--- config.mk ---
export PLATFORM = sky130hd
export DESIGN_NAME = qam_demod
export DESIGN_NICKNAME = d
export VERILOG_FILES = /design/src/rtl/qam_pkg.sv /design/src/rtl/qam_correlator.sv /design/src/rtl/qam_demod.sv
export SDC_FILE = /design/constraint.sdc
export NUM_CORES = 1
export LEC_CHECK = 0
export ABC_AREA = 1
export CORE_MARGIN = 10
export CORE_UTILIZATION = 45
export CTS_BUF_LIST = sky130_fd_sc_hd__clkbuf_8
export DETAILED_ROUTE_END_ITERATION = 6
export SYNTH_ARGS = -nofsm -noshare
export SYNTH_HDL_FRONTEND = slang
export SYNTH_HIERARCHICAL = 1
export SYNTH_SLANG_ARGS = --single-unit
--- constraint.sdc ---
create_clock -name clk -period 19.6 [get_ports clk]
set_input_delay 3.92 -clock clk [delete_from_list [all_inputs] [get_ports clk]]
set_output_delay 3.92 -clock clk [all_outputs]
set_load 0.01 [all_outputs]
--- src/rtl/qam_pkg.sv ---
// Shared constants and types for the 4-QAM mixer/demodulator pair.
package qam_pkg;

  localparam int unsigned DEF_SAMPLE_W = 8;
  localparam int unsigned SYM_W        = 2;

  // Symbol bit positions, identical on the transmit side.
  localparam int unsigned SIN_BIT = 1;
  localparam int unsigned COS_BIT = 0;

  typedef enum logic {
    IDLE,
    INTEG
  } demod_state_e;

endpackage

--- src/rtl/qam_correlator.sv ---
// One multiply-accumulate arm: accumulates a*b over a symbol period.
module qam_correlator
  import qam_pkg::*;
#(
  parameter int unsigned SAMPLE_W = DEF_SAMPLE_W,
  parameter int unsigned ACC_W    = 20
) (
  input  logic                       clk,
  input  logic                       rst,
  input  logic                       en,
  input  logic                       load,
  input  logic                       clr,
  input  logic signed [SAMPLE_W-1:0] a,
  input  logic signed [SAMPLE_W-1:0] b,
  output logic signed [ACC_W-1:0]    acc
);

  localparam int unsigned PROD_W = 2 * SAMPLE_W;

  logic signed [PROD_W-1:0] prod;
  logic signed [ACC_W-1:0]  prod_ext;
  logic signed [ACC_W-1:0]  acc_q;

  assign prod     = PROD_W'(a) * PROD_W'(b);
  assign prod_ext = {{(ACC_W - PROD_W){prod[PROD_W-1]}}, prod};

  // Running correlation including the current sample; this is the final
  // metric when the current sample closes the symbol.
  assign acc = acc_q + prod_ext;

  always_ff @(posedge clk) begin
    if (!rst) begin
      acc_q <= '0;
    end else if (en) begin
      if (clr) begin
        acc_q <= '0;
      end else if (load) begin
        acc_q <= prod_ext;
      end else begin
        acc_q <= acc;
      end
    end
  end

endmodule

--- src/rtl/qam_demod.sv ---
// Coherent 4-QAM demodulator: correlates against sin/cos references over a
// symbol and slices the sign of each arm.
module qam_demod
  import qam_pkg::*;
#(
  parameter int unsigned SPS      = 16,
  parameter int unsigned SAMPLE_W = DEF_SAMPLE_W,
  parameter int unsigned ACC_W    = 20
) (
  input  logic                       clk,
  input  logic                       rst,
  input  logic                       sample_valid,
  input  logic                       sym_start,
  input  logic signed [SAMPLE_W-1:0] signal_in,
  input  logic signed [SAMPLE_W-1:0] sin_ref,
  input  logic signed [SAMPLE_W-1:0] cos_ref,
  output logic [SYM_W-1:0]           data_out,
  output logic                       data_valid,
  output logic signed [ACC_W-1:0]    i_metric,
  output logic signed [ACC_W-1:0]    q_metric,
  output logic                       sync_err
);

  localparam int unsigned CNT_W = $clog2(SPS);

  if (SPS < 2) begin : g_sps_check
    $error("qam_demod: SPS must be at least 2");
  end

  if (ACC_W < 2 * SAMPLE_W + $clog2(SPS)) begin : g_acc_w_check
    $error("qam_demod: ACC_W too narrow for SPS products of SAMPLE_W");
  end

  demod_state_e           state_q;
  logic [CNT_W-1:0]       cnt_q;
  logic                   start;
  logic                   last;
  logic                   acc_en;
  logic signed [ACC_W-1:0] sum_i;
  logic signed [ACC_W-1:0] sum_q;

  assign start  = sample_valid & sym_start;
  // A sym_start on the final sample restarts rather than completes.
  assign last   = sample_valid & ~sym_start & (state_q == INTEG) &
                  (cnt_q == CNT_W'(SPS - 1));
  assign acc_en = sample_valid & ((state_q == INTEG) | sym_start);

  qam_correlator #(
    .SAMPLE_W (SAMPLE_W),
    .ACC_W    (ACC_W)
  ) u_sin_arm (
    .clk  (clk),
    .rst  (rst),
    .en   (acc_en),
    .load (start),
    .clr  (last),
    .a    (signal_in),
    .b    (sin_ref),
    .acc  (sum_i)
  );

  qam_correlator #(
    .SAMPLE_W (SAMPLE_W),
    .ACC_W    (ACC_W)
  ) u_cos_arm (
    .clk  (clk),
    .rst  (rst),
    .en   (acc_en),
    .load (start),
    .clr  (last),
    .a    (signal_in),
    .b    (cos_ref),
    .acc  (sum_q)
  );

  always_ff @(posedge clk) begin
    if (!rst) begin
      state_q    <= IDLE;
      cnt_q      <= '0;
      data_out   <= '0;
      data_valid <= 1'b0;
      i_metric   <= '0;
      q_metric   <= '0;
      sync_err   <= 1'b0;
    end else begin
      data_valid <= 1'b0;
      sync_err   <= 1'b0;
      if (sample_valid) begin
        unique case (state_q)
          IDLE: begin
            if (sym_start) begin
              state_q <= INTEG;
              cnt_q   <= CNT_W'(1);
            end
          end
          INTEG: begin
            if (sym_start) begin
              cnt_q <= CNT_W'(1);
              if (cnt_q != '0) begin
                sync_err <= 1'b1;
              end
            end else if (last) begin
              cnt_q             <= '0;
              i_metric          <= sum_i;
              q_metric          <= sum_q;
              data_out[SIN_BIT] <= ~sum_i[ACC_W-1];
              data_out[COS_BIT] <= ~sum_q[ACC_W-1];
              data_valid        <= 1'b1;
            end else begin
              cnt_q <= cnt_q + 1'b1;
            end
          end
          default: state_q <= IDLE;
        endcase
      end
    end
  end

endmodule

### Word-level counts from Yosys, hierarchy flattened

Cells that the tools add are included.

* bits in registers: 89
* bits of input ports: 28
* logic and storage cells: 45
* RAM bits: 0
* memory bits (read-only): 0
* output and inout port bits: 44
* bits in latches: 0
* memories: 0

* multipliers: 2
* multiplexer cells: 12
* shift-type cells: 0
* equality and inequality tests: 2
* order comparisons: 0
* bitwise logic cells: 12
* div/mod/pow operators: 0
* $add $sub $neg: 3
* reduce and logical (&&, ||, !) cells: 5

Operators with widths (number)
* two-way mux 20 bit: 4
* adder 20 x 16 -> 20 bit: 2
* multiplier 8 x 8 -> 16 bit: 2
* two-way mux 4 bit: 3
* one-hot mux 4 bit (2 select lines): 1
* AND reduction 4 bit: 2
* NOT 1 bit: 6
* AND 1 bit: 5
* adder 4 x 1 -> 4 bit, second input constant: 1
* == test 4 bit, second input constant: 1
* two-way mux 1 bit: 4
* nonzero test 4 bit: 1
* OR reduction 4 bit: 1
* != test 2 bit, second input constant: 1
* AND reduction 2 bit: 1
* bitwise OR 1 bit: 1

### Depth between registers and ports, before layout

Gate-level depths: netlist (run 1).

* depth in word-level cells: 7
* gate-level depth with buffers: 35
* mapped depth without buffers: 34

### Hierarchy

Netlist (run 1), hierarchy kept.

Modules (own cells, without submodules)
* qam_correlator (u_sin_arm): cells an instance 716, instances 1, area each 4892.2 um^2, sequential area each 400.4 um^2
* qam_correlator (u_cos_arm): cells an instance 738, instances 1, area each 4829.6 um^2, sequential area each 400.4 um^2
* qam_demod: cells an instance 230, instances 1, area each 1843.0 um^2, sequential area each 980.9 um^2

### Worst setup path after synthesis (run 1)

Ideal clock, no wire load.

* path type: input-to-reg
* start point: input port cos_ref[2]
* end point: register q_metric[19]
* arrival: 8.899 ns
* path slack: 10.588 ns
* cell stages on the path: 32
* setup time: 0.113 ns
* path through: clkbuf_1 nand2_1 inv_1 fa_1 inv_1 fa_1 inv_1 fa_1 inv_1 fa_1 inv_1 ha_1 nand2_1 nor2_1 nand3_1 nand3_2 nand3_1 nand2_2 inv_1 ha_1 nand2_1 nor2_1 nand2_1 inv_1 nand3_1 nand3_1 nand3b_1 nand2_1 inv_1 nand2_1 nand2_1 nor2_1

* word-level cells in the longest chain between the ends: 2

RTL lines
* start, declared: line qam_demod.sv:16 `input logic signed [SAMPLE_W-1:0] cos_ref,`
* multiplier 8 x 8 -> 16 bit: line qam_correlator.sv:24 `assign prod = PROD_W'(a) * PROD_W'(b);`
* adder 20 x 16 -> 20 bit: line qam_correlator.sv:29 `assign acc = acc_q + prod_ext;`
* net sum_q[19]: line qam_demod.sv:40 `logic signed [ACC_W-1:0] sum_q;`
* end signal, assigned: line qam_demod.sv:105 `q_metric <= sum_q;`
* end, declared: line qam_demod.sv:20 `output logic signed [ACC_W-1:0] q_metric,`

The timed path passes the listed nets, and every way through them passes these cells.
A chain may end at the register's enable or synchronous reset.

### Worst setup path in the final report (run 1)

* start point: input port signal_in[7]
* end point: register q_metric[19]

* word-level cells in the longest chain between the ends: 2

RTL lines
* start, declared: line qam_demod.sv:14 `input logic signed [SAMPLE_W-1:0] signal_in,`
* multiplier 8 x 8 -> 16 bit: line qam_correlator.sv:24
* adder 20 x 16 -> 20 bit: line qam_correlator.sv:29
* net sum_q[19]: line qam_demod.sv:40

The timed path passes the listed nets, and every way through them passes these cells.

==> impl_metrics.json, run 1 <==
{
  "status": "finished clean",
  "cp_top_family": "adder cells",
  "slew_viol_final": 0,
  "ant_nets": 0,
  "period_share_pct": 51.2,
  "final_cell_mix": "378 x nand2_1, 376 x inv_1, 147 x nor2_1, 112 x fa_1, 105 x a21oi_1",
  "fin_skew_ns": 0.0127,
  "yosysWarnings": 6,
  "dp_hpwl_mm": 23.4,
  "yosys.area.top_type": "fa_1",
  "worstMarginPinSlew_ns": 0.931,
  "clockBufferDepth": 2,
  "num_antenna_cells": 0,
  "slew_headroom_pct": 37.8,
  "first_pass_iters": 5,
  "postLayoutCoreUtil_pct": 50.1,
  "clock_sink_count": 89,
  "cts_root_buf": "clkbuf_8",
  "synth_top_area_share_pct": 19.4,
  "fin_tns_setup_ns": 0,
  "grtUsageTotal_pct": 18.0,
  "cp.arrival_ns": 10.30,
  "critPathMaxFanout": 16,
  "seqPwrFrac_pct": 10.0,
  "rsz0062_at_grt": "false",
  "grt_pass1_vias": 10400,
  "pin_count": 72,
  "ys_seq_area_share_pct": 15.4,
  "start_util_pct": 45.8,
  "dp.cells": 2032,
  "grt_pass1_wl_mm": 50.0,
  "finalHoldViolCount": 0,
  "nNetsFinal": 1955,
  "final_common_cell": "nand2_1",
  "cts_resized": 0,
  "cap_viol_max_count": 0,
  "p_sw_uw": 1350,
  "place_congestion": 0.915,
  "drc": 0,
  "vias_per_cell": 4.89,
  "synth-seq-cells": 89,
  "yosys_most_used_dff": "dfxtp_1",
  "power_density_nw_per_um2": 179,
  "vdd_drop_max_uv": 182,
  "critPathMaxStageDelay_ns": 0.73,
  "power_frac_comb_pct": 83.9,
  "synth.net_count": 1926,
  "power_frac_clock_pct": 6.1,
  "cts_hold_buf": 0,
  "core_area_um2": 25300,
  "placed_cell_area_um2": 12400,
  "die-height_um": 180,
  "hp-class": "reg2reg",
  "setup_ws_ns": 9.57,
  "critPathSlowestCell": "clkdlybuf4s50_1",
  "clk_latency_ns": 0.38,
  "post_cts_buffers": 0,
  "crit_buf_inv": 9,
  "drive_above_1_share_pct": 5.65,
  "grt_start_max_net_pins": 49,
  "die_w_um": 180,
  "routed_wirelength_mm": 28.8,
  "stdcell_area_um2": 12600,
  "yosys.cell_types.count": 45,
  "postSynthAreaPerCell_um2": 6.87,
  "critical_path_class": "in2reg",
  "crit_top_cell": "inv_1",
  "fp.dieArea_um2": 32500,
  "synth_area_um2": 11600,
  "intPower_uw": 920,
  "wl_per_cell_um": 14.1,
  "io_buffers": 71,
  "synthTopCellsByArea": "fa_1 19%, dfxtp_1 15%, nand2_1 12%, inv_1 12%, ha_1 11%",
  "cts-buffers-inserted": 9,
  "row_count": 58,
  "fmax_ghz": 0.0997,
  "setup-violations-final": 0,
  "cts.clk_slew.worst_paths_ns": 0.09,
  "fill_cells": 2620,
  "netlist_instances": 1684,
  "start_kind": "primary input",
  "crit_path_end_kind": "register",
  "cts_tree": "done",
  "drtIter0Drc": 518,
  "synth_edf_count": 0,
  "num_vias": 10000,
  "worstPathRequired_ns": 19.87,
  "cts_max_level": 3,
  "dp_slack_ns": 9.20,
  "min_period_ns": 10.03,
  "p_leak_uw": 0.00702,
  "syn2layout_area_growth_pct": 9.36,
  "netSwitchingFraction_pct": 59.4,
  "grt_overflow": 0,
  "stdcell_count": 2048,
  "ys_async_sr_fraction_pct": 0,
  "antenna_found_initial": 0
}
## power groups by stage
stage / registers (µW) / clock network (µW) / logic [µW]
floorplan: 226 / 0 / 1470
CTS: 228 / 142 / 1920
global placement: 231 / 0 / 1910
finish: 228 / 137 / 1900
detailed placement: 232 / 0 / 1910
global route: 231 / 149 / 2170
## area by class of cell
class | count | area, µm² | area share (%)
Tap cell | 330 | 413 | 3.26
Inverter | 388 | 1460 | 11.5
Clock inverter | 6 | 72.6 | 0.574
Multi-Input combinational cell | 1150 | 8050 | 63.6
Timing Repair Buffer | 75 | 741 | 5.86
Sequential cell | 89 | 1780 | 14.1
Clock buffer | 10 | 138 | 1.09
## worst register-to-register path, cell delays in order (launching register included)
cell and delay [ns]:
dfxtp_1 0.42, o21ai_0 0.24, inv_1 0.13, inv_1 0.05, buf_4 0.21, nor2_1 0.67, inv_1 0.42, a21oi_4 0.30
o21ai_1 0.10, a21oi_1 0.15
## path summary, 6_finish.rpt
path | startpoint | slack [ns] | cells after the start | end
worst max-delay path | signal_in[7] | 9.57 | 32 | q_metric[19]
worst min-delay path | u_sin_arm/acc_q[10] | 0.48 | 2 | u_sin_arm/acc_q[10]
worst max register to register | state_q | 16.83 | 9 | u_cos_arm/acc_q[17]
worst min register to register | u_sin_arm/acc_q[10] | 0.48 | 2 | u_sin_arm/acc_q[10]
## cells in the mapped netlist, types with 9 or more instances
library cell,number
nand2_1,378
inv_1,376
nor2_1,147
fa_1,112
a21oi_1,105
ha_1,102
dfxtp_1,89
nand3_1,57
o21ai_1,51
clkbuf_1,43
o21ai_0,40
xor2_1,27
nand2_2,14
a21oi_2,12
o21bai_1,11
inv_2,10
nand4_1,10
nand3_2,9
## stage by stage
stage               hold WS [ns]  total power [µW]
floorplan                  0.450              1690
global placement           0.458              2140
detailed placement         0.463              2140
CTS                        0.478              2290
global route               0.501              2550
finish                     0.476              2270
## kinds of logic after synthesis
family / share of synthesized area [%]
AO/OA/AOI/OAI: 11.9
AND/OR/NAND/NOR: 24.2
XOR/XNOR: 3.07
buffers and inverters: 15.0
flip-flops: 15.4
adder cells (fa/ha/maj): 30.4
## state kept, by name, indices dropped and copies added (netlist names)
register / cells
data_out: 2
q_metric: 20
sync_err: 1
cnt_q: 4
data_valid: 1
u_cos_arm/acc_q: 20
state_q: 1
i_metric: 20
u_sin_arm/acc_q: 20
## routing by layer
metal | track usage (%) | wire [µm]
met5 | 0 | 0
met4 | 3.31 | 387
met3 | 2.09 | 685
met2 | 34.9 | 15500
met1 | 20.7 | 12200
(Power assumes the default switching activity.)
==> inputs of run 2 (changes only) <==
==> constraint.sdc (replaced) <==
create_clock -name clk -period 9.5 [get_ports clk]
set_input_delay 1.9 -clock clk [delete_from_list [all_inputs] [get_ports clk]]
set_output_delay 1.9 -clock clk [all_outputs]
set_load 0.01 [all_outputs]
==> run 2 against run 1 <==
  * Critical path depth fell by 1
  * First-iteration DRC count fell by 2.1%
  * Clock skew rose by 0.012 ns
  * Critical path type unchanged
  * Critical endpoint is now data_out[0]
  * Utilization did not move
  * Combinational power rose by 110%
==> impl_metrics.json, run 2 (same netlist as run 1, synthesis figures left out) <==
{
  "drc": 0,
  "cts_hold_buf": 0,
  "cts_max_level": 3,
  "setup-violations-final": 0,
  "dp_hpwl_mm": 23.7,
  "nNetsFinal": 1956,
  "start_util_pct": 45.8,
  "p_leak_uw": 0.00702,
  "min_period_ns": 8.00,
  "post_cts_buffers": 0,
  "core_area_um2": 25300,
  "hp-start": "i_metric[19]",
  "hp-class": "reg2reg",
  "wl_per_cell_um": 14.4,
  "num_antenna_cells": 0,
  "grt_start_max_net_pins": 49,
  "first_pass_iters": 5,
  "crit_path_end_kind": "register",
  "crit_start": "signal_in[7]",
  "place_congestion": 0.924,
  "syn2layout_area_growth_pct": 9.36,
  "start_kind": "primary input",
  "worstMarginPinSlew_ns": 0.898,
  "setup_ws_ns": 1.50,
  "finalHoldViolCount": 0,
  "drive_above_1_share_pct": 5.64,
  "postLayoutCoreUtil_pct": 50.1,
  "status": "finished clean",
  "vdd_drop_max_uv": 329,
  "multi_input_area_um2": 8050,
  "crit_top_cell": "inv_1",
  "dp_slack_ns": 1.12,
  "grt_pass1_wl_mm": 50.6,
  "final_common_cell": "nand2_1",
  "slew_viol_final": 0,
  "clock_sink_count": 89,
  "routed_wirelength_mm": 29.4,
  "rsz0062_at_grt": "false",
  "cts-buffers-inserted": 9,
  "grtUsageTotal_pct": 18.3,
  "cts_root_buf": "clkbuf_8",
  "clockBufferDepth": 2,
  "cts_tree": "done",
  "grt_overflow": 0,
  "grt_pass1_vias": 10600,
  "critPathMaxStageDelay_ns": 0.73,
  "ant_nets": 0,
  "fp.dieArea_um2": 32500,
  "period_share_pct": 84.2,
  "fin_skew_ns": 0.0245,
  "cap_viol_max_count": 0,
  "cts.clk_slew.worst_paths_ns": 0.10,
  "power_density_nw_per_um2": 371,
  "fmax_ghz": 0.125,
  "r2r_start": "state_q",
  "die_w_um": 180,
  "vias_per_cell": 4.98,
  "cts_resized": 0,
  "cp.arrival_ns": 8.30,
  "critPathSlowestCell": "clkdlybuf4s50_1",
  "critical_path_class": "in2reg",
  "drtIter0Drc": 507,
  "row_count": 58,
  "fill_cells": 2608,
  "die-height_um": 180,
  "antenna_found_initial": 0,
  "seq_area_um2": 1780,
  "critPathMaxFanout": 16,
  "fin_tns_setup_ns": 0,
  "worstPathRequired_ns": 9.80,
  "clk_latency_ns": 0.38,
  "pin_count": 72,
  "io_buffers": 71,
  "final_cell_mix": "378 x nand2_1, 377 x inv_1, 147 x nor2_1, 112 x fa_1, 105 x a21oi_1",
  "slew_headroom_pct": 40.1,
  "num_vias": 10200
}
## run 2: changes by cell type in the layout (fill, tap and decap cells not counted)
cell      before  now
buf_4          4    5
inv_1        376  377
clkbuf_8      10    9
inv_6          2    1
inv_8          0    1
## run 2: path summary, 6_finish.rpt
path	to	slack (ns)	depth (start not counted)
max	data_out[0]	1.50	31
min	i_metric[19]	0.47	2
max reg2reg	u_sin_arm/acc_q[13]	7.08	8
min reg2reg	i_metric[19]	0.47	2
## run 2: where the power goes
group          internal [µW]  leakage (µW)  switching (µW)
Combinational           1340       0.00619            2600
Clock                    125      0.000103             157
Sequential               431      0.000723            37.8
## run 2: metal layers
layer  track usage [%]  part of all wire [%]  vias up
li1                  -                     -     5160
met1              20.9                    43     4852
met2              35.2                    53      160
met3              2.21                   2.9       27
met4              3.51                   1.3        0
met5                 0                     0        -
## run 2: stage by stage
stage / power [µW] / cell area, µm² / instances / hold WS [ns]
after global routing: 5270 / 12600 / 2049 / 0.495
after detailed placement: 4410 / 12400 / 2033 / 0.458
after floorplan: 3490 / 11600 / 1684 / 0.450
after CTS: 4720 / 12600 / 2049 / 0.474
final: 4690 / 12600 / 2049 / 0.474
after global placement: 4410 / 12400 / 2033 / 0.455
## run 2: final cells by class
class | count | share of cell area, %
timing repair buffer | 76 | 5.92
multi-input combinational | 1150 | 63.6
clock inverter | 7 | 0.623
tap | 330 | 3.26
sequential | 89 | 14.1
inverter | 388 | 11.5
clock buffer | 9 | 0.979
## run 2: critical path, delay by kind of cell
family / cells / cell delay, ns
compound gates: 1 / 0.17
buf+inv: 9 / 1.42
simple gates: 15 / 1.86
fa+ha+maj: 6 / 2.95
